===== src/rtl/npu_writeback_serializer.sv =====
// npu_writeback_serializer: captures LANES x DATA_W result vectors and streams them into the result RAM, one lane per cycle.
// Optional build macro WB_RELU_EN: negative (MSB set) lanes are stored as zero at capture.
module npu_writeback_serializer #(
    parameter int                DATA_W    = 8,
    parameter int                LANES     = 16,
    parameter int                ADDR_W    = 14,
    parameter logic [ADDR_W-1:0] BASE_ADDR = '0
) (
    input  logic                    clk,
    input  logic                    reset,
    input  logic                    start_write_back,
    input  logic                    stop_write_back,
    input  logic [LANES*DATA_W-1:0] lanes_in,
    input  logic [4:0]              lane_count,
    output logic                    wr_en,
    output logic [ADDR_W-1:0]       ram_store_addr,
    output logic [DATA_W-1:0]       ram_wdata,
    output logic                    busy,
    output logic                    done,
    output logic                    overflow
);

    localparam int IDX_W = $clog2(LANES);
    localparam int CNT_W = 5;
    localparam int VEC_W = LANES * DATA_W;

    typedef enum logic [1:0] {IDLE, WRITE, CLOSE} state_t;

    state_t             state_q,          state_d;
    logic [VEC_W-1:0]   active_q,         active_d;
    logic [CNT_W-1:0]   act_cnt_q,        act_cnt_d;
    logic [VEC_W-1:0]   pend_q,           pend_d;
    logic [CNT_W-1:0]   pend_cnt_q,       pend_cnt_d;
    logic               pend_vld_q,       pend_vld_d;
    logic [IDX_W-1:0]   lane_idx_q,       lane_idx_d;
    logic [ADDR_W-1:0]  addr_q,           addr_d;
    logic               stop_q,           stop_d;
    logic               wr_en_q,          wr_en_d;
    logic [ADDR_W-1:0]  ram_store_addr_q, ram_store_addr_d;
    logic [DATA_W-1:0]  ram_wdata_q,      ram_wdata_d;
    logic               busy_q,           busy_d;
    logic               done_q,           done_d;
    logic               overflow_q,       overflow_d;

    logic [VEC_W-1:0]   captured;
    logic [CNT_W-1:0]   cnt_in;
    logic               last_lane;

    function automatic logic [VEC_W-1:0] shape_lanes(input logic [VEC_W-1:0] v);
        logic [VEC_W-1:0] r;
        r = v;
`ifdef WB_RELU_EN
        for (int k = 0; k < LANES; k++) begin
            if (v[k*DATA_W + DATA_W - 1]) r[k*DATA_W +: DATA_W] = '0;
        end
`endif
        return r;
    endfunction

    always_comb begin
        // NOTE: every _d gets a default first, so no path through the case can infer a latch.
        state_d          = state_q;
        active_d         = active_q;
        act_cnt_d        = act_cnt_q;
        pend_d           = pend_q;
        pend_cnt_d       = pend_cnt_q;
        pend_vld_d       = pend_vld_q;
        lane_idx_d       = lane_idx_q;
        addr_d           = addr_q;
        stop_d           = stop_q;
        wr_en_d          = 1'b0;
        ram_wdata_d      = ram_wdata_q;
        done_d           = 1'b0;
        overflow_d       = overflow_q;

        captured  = shape_lanes(lanes_in);
        cnt_in    = (lane_count == '0) ? CNT_W'(LANES) : lane_count;
        last_lane = ({1'b0, lane_idx_q} == (act_cnt_q - CNT_W'(1)));

        unique case (state_q)
            IDLE: begin
                if (start_write_back) begin
                    active_d   = captured;
                    act_cnt_d  = cnt_in;
                    lane_idx_d = '0;
                    stop_d     = stop_q | stop_write_back;
                    state_d    = WRITE;
                end else if (stop_write_back || stop_q) begin
                    state_d = CLOSE;
                end
            end

            WRITE: begin
                wr_en_d     = 1'b1;
                ram_wdata_d = active_q[lane_idx_q*DATA_W +: DATA_W];
                addr_d      = addr_q + ADDR_W'(1);
                lane_idx_d  = lane_idx_q + IDX_W'(1);
                if (stop_write_back) stop_d = 1'b1;

                if (last_lane) begin
                    // Next burst starts on the following cycle: pending first, else a start arriving right now.
                    lane_idx_d = '0;
                    if (pend_vld_q) begin
                        active_d   = pend_q;
                        act_cnt_d  = pend_cnt_q;
                        pend_vld_d = 1'b0;
                        if (start_write_back) begin
                            pend_d     = captured;
                            pend_cnt_d = cnt_in;
                            pend_vld_d = 1'b1;
                        end
                    end else if (start_write_back) begin
                        active_d  = captured;
                        act_cnt_d = cnt_in;
                    end else if (stop_q || stop_write_back) begin
                        state_d = CLOSE;
                    end else begin
                        state_d = IDLE;
                    end
                end else if (start_write_back) begin
                    if (!pend_vld_q) begin
                        pend_d     = captured;
                        pend_cnt_d = cnt_in;
                        pend_vld_d = 1'b1;
                    end else begin
                        overflow_d = 1'b1;
                    end
                end
            end

            CLOSE: begin
                done_d = 1'b1;
                addr_d = BASE_ADDR;
                stop_d = stop_write_back;
                if (start_write_back) begin
                    active_d   = captured;
                    act_cnt_d  = cnt_in;
                    lane_idx_d = '0;
                    state_d    = WRITE;
                end else begin
                    state_d = IDLE;
                end
            end

            default: state_d = IDLE;
        endcase

        // The address port shows the counter one cycle late, so it is the write address while wr_en is high.
        ram_store_addr_d = addr_q;
        busy_d           = (state_d != IDLE) || pend_vld_d;
    end

    always_ff @(posedge clk or negedge reset) begin
        if (!reset) begin
            // NOTE: the lane buffers are plain registers, not RAM, so they are cleared with everything else.
            state_q          <= IDLE;
            active_q         <= '0;
            act_cnt_q        <= '0;
            pend_q           <= '0;
            pend_cnt_q       <= '0;
            pend_vld_q       <= 1'b0;
            lane_idx_q       <= '0;
            addr_q           <= BASE_ADDR;
            stop_q           <= 1'b0;
            wr_en_q          <= 1'b0;
            ram_store_addr_q <= BASE_ADDR;
            ram_wdata_q      <= '0;
            busy_q           <= 1'b0;
            done_q           <= 1'b0;
            overflow_q       <= 1'b0;
        end else begin
            // NOTE: non-blocking updates keep every flop sampling the pre-edge values.
            state_q          <= state_d;
            active_q         <= active_d;
            act_cnt_q        <= act_cnt_d;
            pend_q           <= pend_d;
            pend_cnt_q       <= pend_cnt_d;
            pend_vld_q       <= pend_vld_d;
            lane_idx_q       <= lane_idx_d;
            addr_q           <= addr_d;
            stop_q           <= stop_d;
            wr_en_q          <= wr_en_d;
            ram_store_addr_q <= ram_store_addr_d;
            ram_wdata_q      <= ram_wdata_d;
            busy_q           <= busy_d;
            done_q           <= done_d;
            overflow_q       <= overflow_d;
        end
    end

    assign wr_en          = wr_en_q;
    assign ram_store_addr = ram_store_addr_q;
    assign ram_wdata      = ram_wdata_q;
    assign busy           = busy_q;
    assign done           = done_q;
    assign overflow       = overflow_q;

endmodule


===== config.mk =====
export PLATFORM = sky130hd
export DESIGN_NAME = npu_writeback_serializer
export DESIGN_NICKNAME = d
export VERILOG_FILES = /design/src/rtl/npu_writeback_serializer.sv
export SDC_FILE = /design/constraint.sdc
export NUM_CORES = 1
export LEC_CHECK = 0
export CAP_MARGIN = 10
export CORE_MARGIN = 4
export CORE_UTILIZATION = 47
export CTS_CLUSTER_SIZE = 30
export DETAILED_ROUTE_END_ITERATION = 12
export DONT_BUFFER_PORTS = 1
export GPL_ROUTABILITY_DRIVEN = 0
export SKIP_LAST_GASP = 1
export SYNTH_ARGS = -nofsm -noshare
export SYNTH_HDL_FRONTEND = slang
export SYNTH_SLANG_ARGS = --single-unit
export TNS_END_PERCENT = 50

===== constraint.sdc =====
create_clock -name clk -period 5.4 [get_ports clk]
set_input_delay 0.81 -clock clk [delete_from_list [all_inputs] [get_ports clk]]
set_output_delay 0.81 -clock clk [all_outputs]
set_load 0.02 [all_outputs]

==> flow_summary.json, run 1 <==
{
  "status": "complete, no violations",
  "final_nets": 1150,
  "antenna_cells": 0,
  "required_ns": 5.75,
  "critPathKind": "reg -> reg",
  "crit_end": "active_q[55]$_DFFE_PN0P_",
  "cp_slowest_stage_delay_ns": 0.76,
  "die_h_um": 179,
  "cellPowerDensity_nw_per_um2": 331,
  "cts_made_buffers": 35,
  "clkSinkCount": 314,
  "drv_cap": 0,
  "io_buffers": 0,
  "grt_use_total_pct": 20.8,
  "syn_inst": 1041,
  "synth_edf_count": 0,
  "clockBufferDepth": 3,
  "start_util_pct": 47.7,
  "ys_warn_count": 0,
  "ys.flop_type": "dfrtp_1",
  "path_clk_slew_ns": 0.06,
  "worst_setup_path_end_kind": "flip-flop",
  "leakagePower_nw": 6.59,
  "relSlewSlack_pct": 27.8,
  "synth_area_leaders": "dfrtp_1, a2bb2oi_1, o22ai_1",
  "dp_cells": 1349,
  "rows": 62,
  "pre_cts_slack_ns": 1.72,
  "slew_viol_final": 0,
  "postLayoutCoreUtil_pct": 52.2,
  "min_period_ns": 3.75,
  "path_max_fanout": 73,
  "r2r_slack_ns": 1.65,
  "clock_skew_ns": 0.0132,
  "dieArea_um2": 32000,
  "hpwl_um": 20200,
  "ios": 163,
  "ys_ff_latch": 314,
  "ant_nets": 0,
  "antenna_found_initial": 0,
  "synth_top_area_share_pct": 57.3,
  "insertion_delay_ns": 0.51,
  "first_iter_violations": 632,
  "worstRegToRegCells": 7,
  "cts_tree": "built",
  "synth_commonest_cells": "dfrtp_1, o22ai_1, a2bb2oi_1",
  "grt_pass1_vias": 8913,
  "synthArstFlopShare_pct": 100,
  "fin_crit_sh_pct": 69.4,
  "critPathLaunch": "state_q[1]$_DFF_PN0_",
  "holdWs_ns": 0.0331,
  "crit_chain": "inv_1 -> ha_1 -> inv_1 -> o41ai_4 -> buf_4 -> buf_4 -> a2bb2oi_1",
  "syn_area_um2": 13700,
  "syn-num-nets": 1185,
  "yosysSeqAreaShare_pct": 57.3,
  "rsz0062_at_grt": "false",
  "fin_cells": 1412,
  "via_per_inst": 6.10,
  "drc": 0,
  "post-synth-top-count-cell": "dfrtp_1",
  "vdd_ir_drop_max_mv": 0.232,
  "hp-class": "in -> async",
  "htree_levels": 2,
  "worstReg2RegStart": "state_q[1]$_DFF_PN0_",
  "die_w_um": 179,
  "cts_resized": 0,
  "core_um2": 28800,
  "gr-total-overflow": 0,
  "layout-drive-gt1-share_pct": 15.6,
  "r2r-end": "active_q[55]$_DFFE_PN0P_",
  "vias": 8617,
  "critPathArrivalTime_ns": 4.09,
  "max_clock_freq_mhz": 267,
  "hold_viol": 0,
  "synth_cell_types": 50,
  "avgRoutedWirePerCell_um": 23.2,
  "area_growth_pct": 9.55,
  "finalWorstSetupSlack_ns": 1.65,
  "wirelength_um": 32800,
  "worst_slew_pin_slew_ns": 1.08,
  "yosys.area.top_type": "dfrtp_1",
  "first_pass_iters": 5,
  "setup_viol": 0,
  "finalSetupTns_ns": 0,
  "crit_path_start_kind": "flip-flop",
  "crit_path_top_delay_cell": "buf_4",
  "cts_root_buf": "clkbuf_16",
  "grt_max_degree": 166,
  "grt_pass1_wl_um": 52400,
  "avgSynthCellArea_um2": 13.2
}
[logic make-up after synthesis]
logic type	Yosys count	share of synthesized area (%)
flops	314	57.3
simple gates	93	3.40
fa+ha+maj	7	0.638
buf+inv	113	3.85
compound gates	324	17.6
xor+xnor	15	1.06
mux	175	16.2
[metal layers]
metal  up-vias  global-route usage (%)  wire length (um)
met1      4417                    29.6             14700
li1       3959                       -                 -
met2       196                    31.2             14900
met5         -                       0                 0
met3        45                    6.39              2500
met4         0                    5.56               764
[cells in the final DEF, fill, tap and decap left out, types with 14 or more instances in the layout]
cell,Yosys,layout
mux4_2,24,24
clkbuf_16,0,36
a2bb2oi_1,133,133
mux2_2,65,65
nor2_1,37,37
dfrtp_1,314,313
inv_1,24,24
nand2_1,16,14
o221ai_1,16,16
o22ai_1,137,137
o21ai_0,17,17
mux2_1,70,70
mux2i_1,16,16
[sequential cells by signal, indices dropped and copies added (netlist names)]
signal,cells
ram_wdata,8
pend_vld_q,1
wr_en,1
ram_store_addr,14
pend_cnt_q,5
done,1
state_q,2
busy,1
lane_idx_q,4
addr_q,14
pend_q,128
active_q,128
stop_q,1
overflow,1
act_cnt_q,5
[final cells by class]
type	count	area, um2
flip-flops and latches	314	7860
well taps	384	480
multi-input cells	614	5370
clock inverters	10	68.8
clock buffers	49	1000
fillers	2413	13800
inverters	25	93.8
repair buffers	16	160
[worst min-delay path by stage]
stage / from / end / slack (ns) / cells past startpoint
4_1_cts: reset / addr_q[1]$_DFFE_PN0N_ / 0.0002 / 0
3_5_place_dp: addr_q[13]$_DFFE_PN0N_ / ram_store_addr[13]$_DFF_PN0_ / 0.39 / 0
3_3_place_gp: addr_q[13]$_DFFE_PN0N_ / ram_store_addr[13]$_DFF_PN0_ / 0.38 / 0
2_1_floorplan: addr_q[13]$_DFFE_PN0N_ / ram_store_addr[13]$_DFF_PN0_ / 0.36 / 0
5_1_grt: reset / pend_q[72]$_DFFE_PN0P_ / 0.006 / 0
6_report: reset / active_q[71]$_DFFE_PN0P_ / 0.03 / 0
[power by group]
| group | leakage, nW | internal, W | switching, W |
|---|---|---|---|
| logic | 1.99 | 0.000136 | 0.0000910 |
| registers | 4.07 | 0.00247 | 0.0000562 |
| clock network | 0.532 | 0.00129 | 0.000930 |
[stage by stage]
| step | total power, W | cell area [um2] |
|---|---|---|
| finish | 0.00498 | 15000 |
| global route | 0.00518 | 15000 |
| CTS | 0.00504 | 15000 |
| detailed placement | 0.00277 | 13900 |
| global placement | 0.00276 | 13900 |
| floorplan | 0.00273 | 13700 |
[worst max-delay path: cells and delay by family (launching register included)]
family | cells | cell delay (ns)
flops | 1 | 0.42
buf+inv | 4 | 1.81
fa+ha+maj | 1 | 0.63
compound gates | 2 | 0.59
[timing repair]
action | CTS | global route
hold endpoints to repair | 150 | 1
setup buffers | 0 | 0
hold buffers | 2 | 2
No activity file was read; power rests on OpenSTA's default activity.
==> run 2: changes to the inputs <==
- clock period: 5.4 -> 3.27 ns (I/O delays scaled with it)
==> run 2 against run 1 <==
Net effect:
- count of clock-buffer cells in the layout increased by 2
- first-iteration DRC count shrank 9.0%
- the run now ends with negative hold slack left
- largest cell class unchanged
- combinational power increased by 46%
- via count is essentially flat
- fmax is 25% higher
==> flow_summary.json, run 2 (synthesis results as in run 1) <==
{
  "status": "finished, violations left",
  "violations": "negative hold slack",
  "critPathKind": "reg -> reg",
  "layout-drive-gt1-share_pct": 16.5,
  "rows": 62,
  "placed_cell_area_um2": 14100,
  "mostFrequentLayoutCells": "dfrtp_1, o22ai_1, a2bb2oi_1, mux2_1, mux2_2",
  "clockBufferDepth": 3,
  "cts_tree": "built",
  "rsz0062_at_grt": "false",
  "grt_pass1_wl_um": 51800,
  "fin_crit_sh_pct": 91.3,
  "drc": 0,
  "cts_made_buffers": 35,
  "path_clk_slew_ns": 0.06,
  "ant_nets": 0,
  "crit_path_start_kind": "flip-flop",
  "worst_setup_path_end_kind": "flip-flop",
  "drv_cap": 0,
  "required_ns": 3.66,
  "leakagePower_nw": 6.65,
  "vdd_ir_drop_max_mv": 0.334,
  "antenna_cells": 0,
  "die_w_um": 179,
  "gr-total-overflow": 0,
  "die_h_um": 179,
  "pre_cts_slack_ns": 0.309,
  "min_period_ns": 2.99,
  "antenna_found_initial": 0,
  "fin_area_um2": 15200,
  "wirelength_um": 32900,
  "mostFrequentLayoutCell": "dfrtp_1",
  "clkSinkCount": 314,
  "hold_viol": 314,
  "avgRoutedWirePerCell_um": 23.2,
  "postLayoutCoreUtil_pct": 52.7,
  "start_util_pct": 47.7,
  "insertion_delay_ns": 0.51,
  "finalWorstSetupSlack_ns": 0.285,
  "grt_pass1_vias": 8864,
  "cellPowerDensity_nw_per_um2": 540,
  "clock_skew_ns": 0.0124,
  "path_max_fanout": 32,
  "vias": 8613,
  "critPathArrivalTime_ns": 3.37,
  "setup_viol": 0,
  "cts_resized": 0,
  "grt_max_degree": 315,
  "first_iter_violations": 575,
  "worst_slew_pin_slew_ns": 0.870,
  "via_per_inst": 6.06,
  "io_buffers": 0,
  "max_clock_freq_mhz": 335,
  "first_pass_iters": 5,
  "core_um2": 28800,
  "relSlewSlack_pct": 42.0,
  "final_nets": 1157,
  "hpwl_um": 20400,
  "largestRegisters": "active_q: 128 flops, pend_q: 128 flops",
  "grt_use_total_pct": 20.4,
  "fill_cells": 2431,
  "post_cts_buffers": 0,
  "cts_root_buf": "clkbuf_16",
  "finalSetupTns_ns": 0,
  "htree_levels": 2,
  "hp-class": "in -> async",
  "dieArea_um2": 32000,
  "p_total_w": 0.00819,
  "area_growth_pct": 10.7,
  "slew_viol_final": 0,
  "ios": 163,
  "holdWs_ns": -0.312
}
run 2: changes by cell type in the layout (fill, tap and decap cells not counted):
cell / change
clkinvlp_4: +2
buf_12: +9
buf_4: +2
buf_16: -1
dlygate4sd3_1: -3
clkinv_4: -1
clkbuf_1: +2
run 2: through the flow:
stage / hold WS, ns / instances
final: -0.312 / 1422
after global routing: -0.338 / 1422
after CTS: -0.334 / 1422
after detailed placement: 0.207 / 1360
after global placement: 0.206 / 1360
after floorplan: 0.195 / 1041
run 2: layout make-up:
type	count	area [um2]	share of cell area, %
Sequential cell	314	7860	51.8
Inverter	25	93.8	0.618
Multi-Input combinational cell	614	5370	35.4
Clock buffer	51	1010	6.63
Tap cell	384	480	3.16
Clock inverter	11	75.1	0.495
Timing Repair Buffer	23	298	1.96
run 2: path summary, 6_finish.rpt:
kind,start,end,slack (ns),depth (start not counted)
min reg2reg,addr_q[13]$_DFFE_PN0N_,ram_store_addr[13]$_DFF_PN0_,0.39,0
max reg2reg,act_cnt_q[0]$_DFFE_PN0P_,pend_q[89]$_DFFE_PN0P_,0.28,9
max in group asynchronous,reset,pend_q[101]$_DFFE_PN0P_,2.89,0
min,reset,pend_q[61]$_DFFE_PN0P_,-0.31,0
max,act_cnt_q[0]$_DFFE_PN0P_,pend_q[89]$_DFFE_PN0P_,0.28,9
min in group clk,lanes_in[90],pend_q[90]$_DFFE_PN0P_,0.11,1
run 2: critical path, cell delays in order, from the launching register on:
cell     delay (ns)
dfrtp_1        0.41
inv_1          0.08
ha_1           0.18
nor3b_1        0.35
xor2_1         0.22
o31a_1         0.39
nor4_4         0.37
buf_12         0.30
buf_4          0.23
mux2_1         0.35
run 2: where the power goes:
part / switching (W) / total [W] / leakage [nW] / internal, W
Combinational: 0.000113 / 0.000331 / 2.05 / 0.000218
Sequential: 0.0000920 / 0.00417 / 4.07 / 0.00408
Clock: 0.00154 / 0.00369 / 0.530 / 0.00215
Total: 0.00174 / 0.00819 / 6.65 / 0.00645
run 2: metal layers:
layer | track usage [%] | up-vias | wire, um
met4 | 5.53 | 0 | 774
met1 | 29.3 | 4390 | 14900
met3 | 5.99 | 51 | 2360
met2 | 30.5 | 208 | 14800
li1 | - | 3964 | -
met5 | 0 | - | 0
==> run 3: changes to the inputs <==
- CORE_UTILIZATION: 47 -> 57
- PLACE_DENSITY: default -> 0.75
==> run 3 against run 2 <==
Net effect:
- the flow still finishes with violations (negative hold slack)
- sequential cell count unchanged
- critical endpoint is now pend_q[25]$_DFFE_PN0P_
- sequential power about the same
- count of clock-buffer cells in the layout decreased by 5
- register-to-register slack improved by 0.02 ns
==> flow_summary.json, run 3 (synthesis results as in run 1) <==
{
  "r2r_slack_ns": 0.31,
  "critPathLaunch": "act_cnt_q[0]$_DFFE_PN0P_",
  "hold_viol": 314,
  "grt_pass1_vias": 8814,
  "comb_power_share_pct": 4.0,
  "use_met1_pct": 33.2,
  "insertion_delay_ns": 0.50,
  "drv_cap": 0,
  "holdWs_ns": -0.311,
  "htree_levels": 2,
  "cts_resized": 0,
  "rsz0062_at_grt": "false",
  "cts_root_buf": "clkbuf_16",
  "vias": 8739,
  "via_per_inst": 6.48,
  "first_pass_iters": 5,
  "core_um2": 23500,
  "crit_path_start_kind": "flip-flop",
  "net-switching-power_w": 0.00173,
  "seq_power_share_pct": 49.9,
  "clock_skew_ns": 0.00967,
  "wirelength_um": 31700,
  "global_route.usage.met2_pct": 36.3,
  "mostFrequentLayoutCells": "dfrtp_1, o22ai_1, a2bb2oi_1, mux2_1, mux2_2",
  "ios": 163,
  "final_nets": 1148,
  "grt_use_total_pct": 23.6,
  "path_clk_slew_ns": 0.06,
  "cellPowerDensity_nw_per_um2": 556,
  "worstReg2RegStart": "act_cnt_q[0]$_DFFE_PN0P_",
  "r2r-end": "pend_q[25]$_DFFE_PN0P_",
  "hpwl_um": 19500,
  "relSlewSlack_pct": 27.6,
  "dp_cells": 1287,
  "violations": "negative hold slack",
  "setup_viol": 0,
  "mostFrequentLayoutCell": "dfrtp_1",
  "gr-total-overflow": 0,
  "met3_usage_pct": 6.38,
  "slew_viol_final": 0,
  "intPower_w": 0.00664,
  "ant_nets": 0,
  "status": "finished, violations left",
  "avgRoutedWirePerCell_um": 23.5,
  "critPathArrivalTime_ns": 3.34,
  "layout-drive-gt1-share_pct": 16.2,
  "antenna_found_initial": 1,
  "multi_input_area_um2": 5370,
  "die_h_um": 163,
  "fill_cells": 1765,
  "die_w_um": 163,
  "max_clock_freq_mhz": 338,
  "start_util_pct": 58.3,
  "path_max_fanout": 68,
  "rows": 56,
  "dieArea_um2": 26600,
  "hp-class": "in -> async",
  "critPathKind": "reg -> reg",
  "post_cts_buffers": 0,
  "io_buffers": 0,
  "finalSetupTns_ns": 0,
  "fin_crit_sh_pct": 90.5,
  "crit_path_top_delay_cell": "dfrtp_1",
  "critical-path-top-delay-family": "simple AND/OR/NAND/NOR gates",
  "grt_pass1_wl_um": 49700,
  "cp_slowest_stage_delay_ns": 0.42,
  "swShare_pct": 20.7,
  "clkSinkCount": 314,
  "grt_max_degree": 315,
  "cp.depth": 8,
  "clockBufferDepth": 3,
  "largestRegisters": "active_q: 128 flops, pend_q: 128 flops",
  "required_ns": 3.65,
  "min_period_ns": 2.96,
  "crit_chain": "inv_1 -> ha_1 -> nor3b_1 -> xor2_1 -> o31a_1 -> nor4_4 -> buf_12 -> mux2_2",
  "first_iter_violations": 745,
  "worst_setup_path_end_kind": "flip-flop",
  "cts_made_buffers": 34,
  "area_growth_pct": 9.79,
  "crit_end": "pend_q[25]$_DFFE_PN0P_",
  "leakagePower_nw": 6.63,
  "worst_slew_pin_slew_ns": 1.09,
  "grt.busiest_layer": "met2",
  "seq_area_um2": 7860,
  "drc": 0,
  "critPathBufInv": 2,
  "worstRegToRegCells": 8,
  "cts_tree": "built",
  "pwr-share-clk_pct": 46.1,
  "fin_cells": 1349,
  "vdd_ir_drop_max_mv": 0.544
}
run 3: changes by cell type in the layout (fill, tap and decap cells not counted), moves of 3 or more:
cell	previous run	this run
bufinv_16	0	3
buf_12	10	7
clkbuf_1	10	5
buf_4	13	8
run 3: worst min-delay path by stage:
stage               cells past startpoint                          end  slack [ns]  startpoint
detailed placement                      0  ram_store_addr[9]$_DFF_PN0_        0.20       reset
floorplan                               0     act_cnt_q[0]$_DFFE_PN0P_        0.19       reset
CTS                                     0    lane_idx_q[2]$_DFFE_PN0P_       -0.33       reset
global route                            0  ram_store_addr[9]$_DFF_PN0_       -0.33       reset
global placement                        0  ram_store_addr[9]$_DFF_PN0_        0.20       reset
finish                                  0       pend_q[65]$_DFFE_PN0P_       -0.31       reset
run 3: area by class of cell:
cell class,instances,area share (%)
inverter,25,0.623
clock buffer,46,6.49
timing repair buffer,15,1.33
sequential,314,52.2
antenna,1,0.0166
tap,319,2.65
clock inverter,15,1.08
multi-input combinational,614,35.6
run 3: power groups by stage:
stage                     Clock, W  Combinational (W)  Sequential [W]
after CTS                  0.00395           0.000336         0.00417
after global placement           0           0.000319         0.00423
final                      0.00386           0.000333         0.00418
after global routing       0.00411           0.000368         0.00419
after floorplan                  0           0.000288         0.00422
after detailed placement         0           0.000333         0.00424
run 3: metrics by stage:
stage | power [W] | cell area (um2) | worst slack [ns] | utilization (%)
2_1_floorplan | 0.00450 | 13700 | 0.641 | -
5_1_grt | 0.00867 | 15100 | 0.197 | 64.0
6_report | 0.00837 | 15100 | 0.310 | 64.0
3_3_place_gp | 0.00455 | 13900 | 0.422 | 59.1
3_5_place_dp | 0.00458 | 13900 | 0.336 | 59.1
4_1_cts | 0.00846 | 15100 | 0.327 | 64.0
run 3: routing by layer:
layer	part of all wire (%)	wire [um]
met1	43	13500
met2	47	15000
met3	7.5	2370
met4	2.5	798
met5	0	0
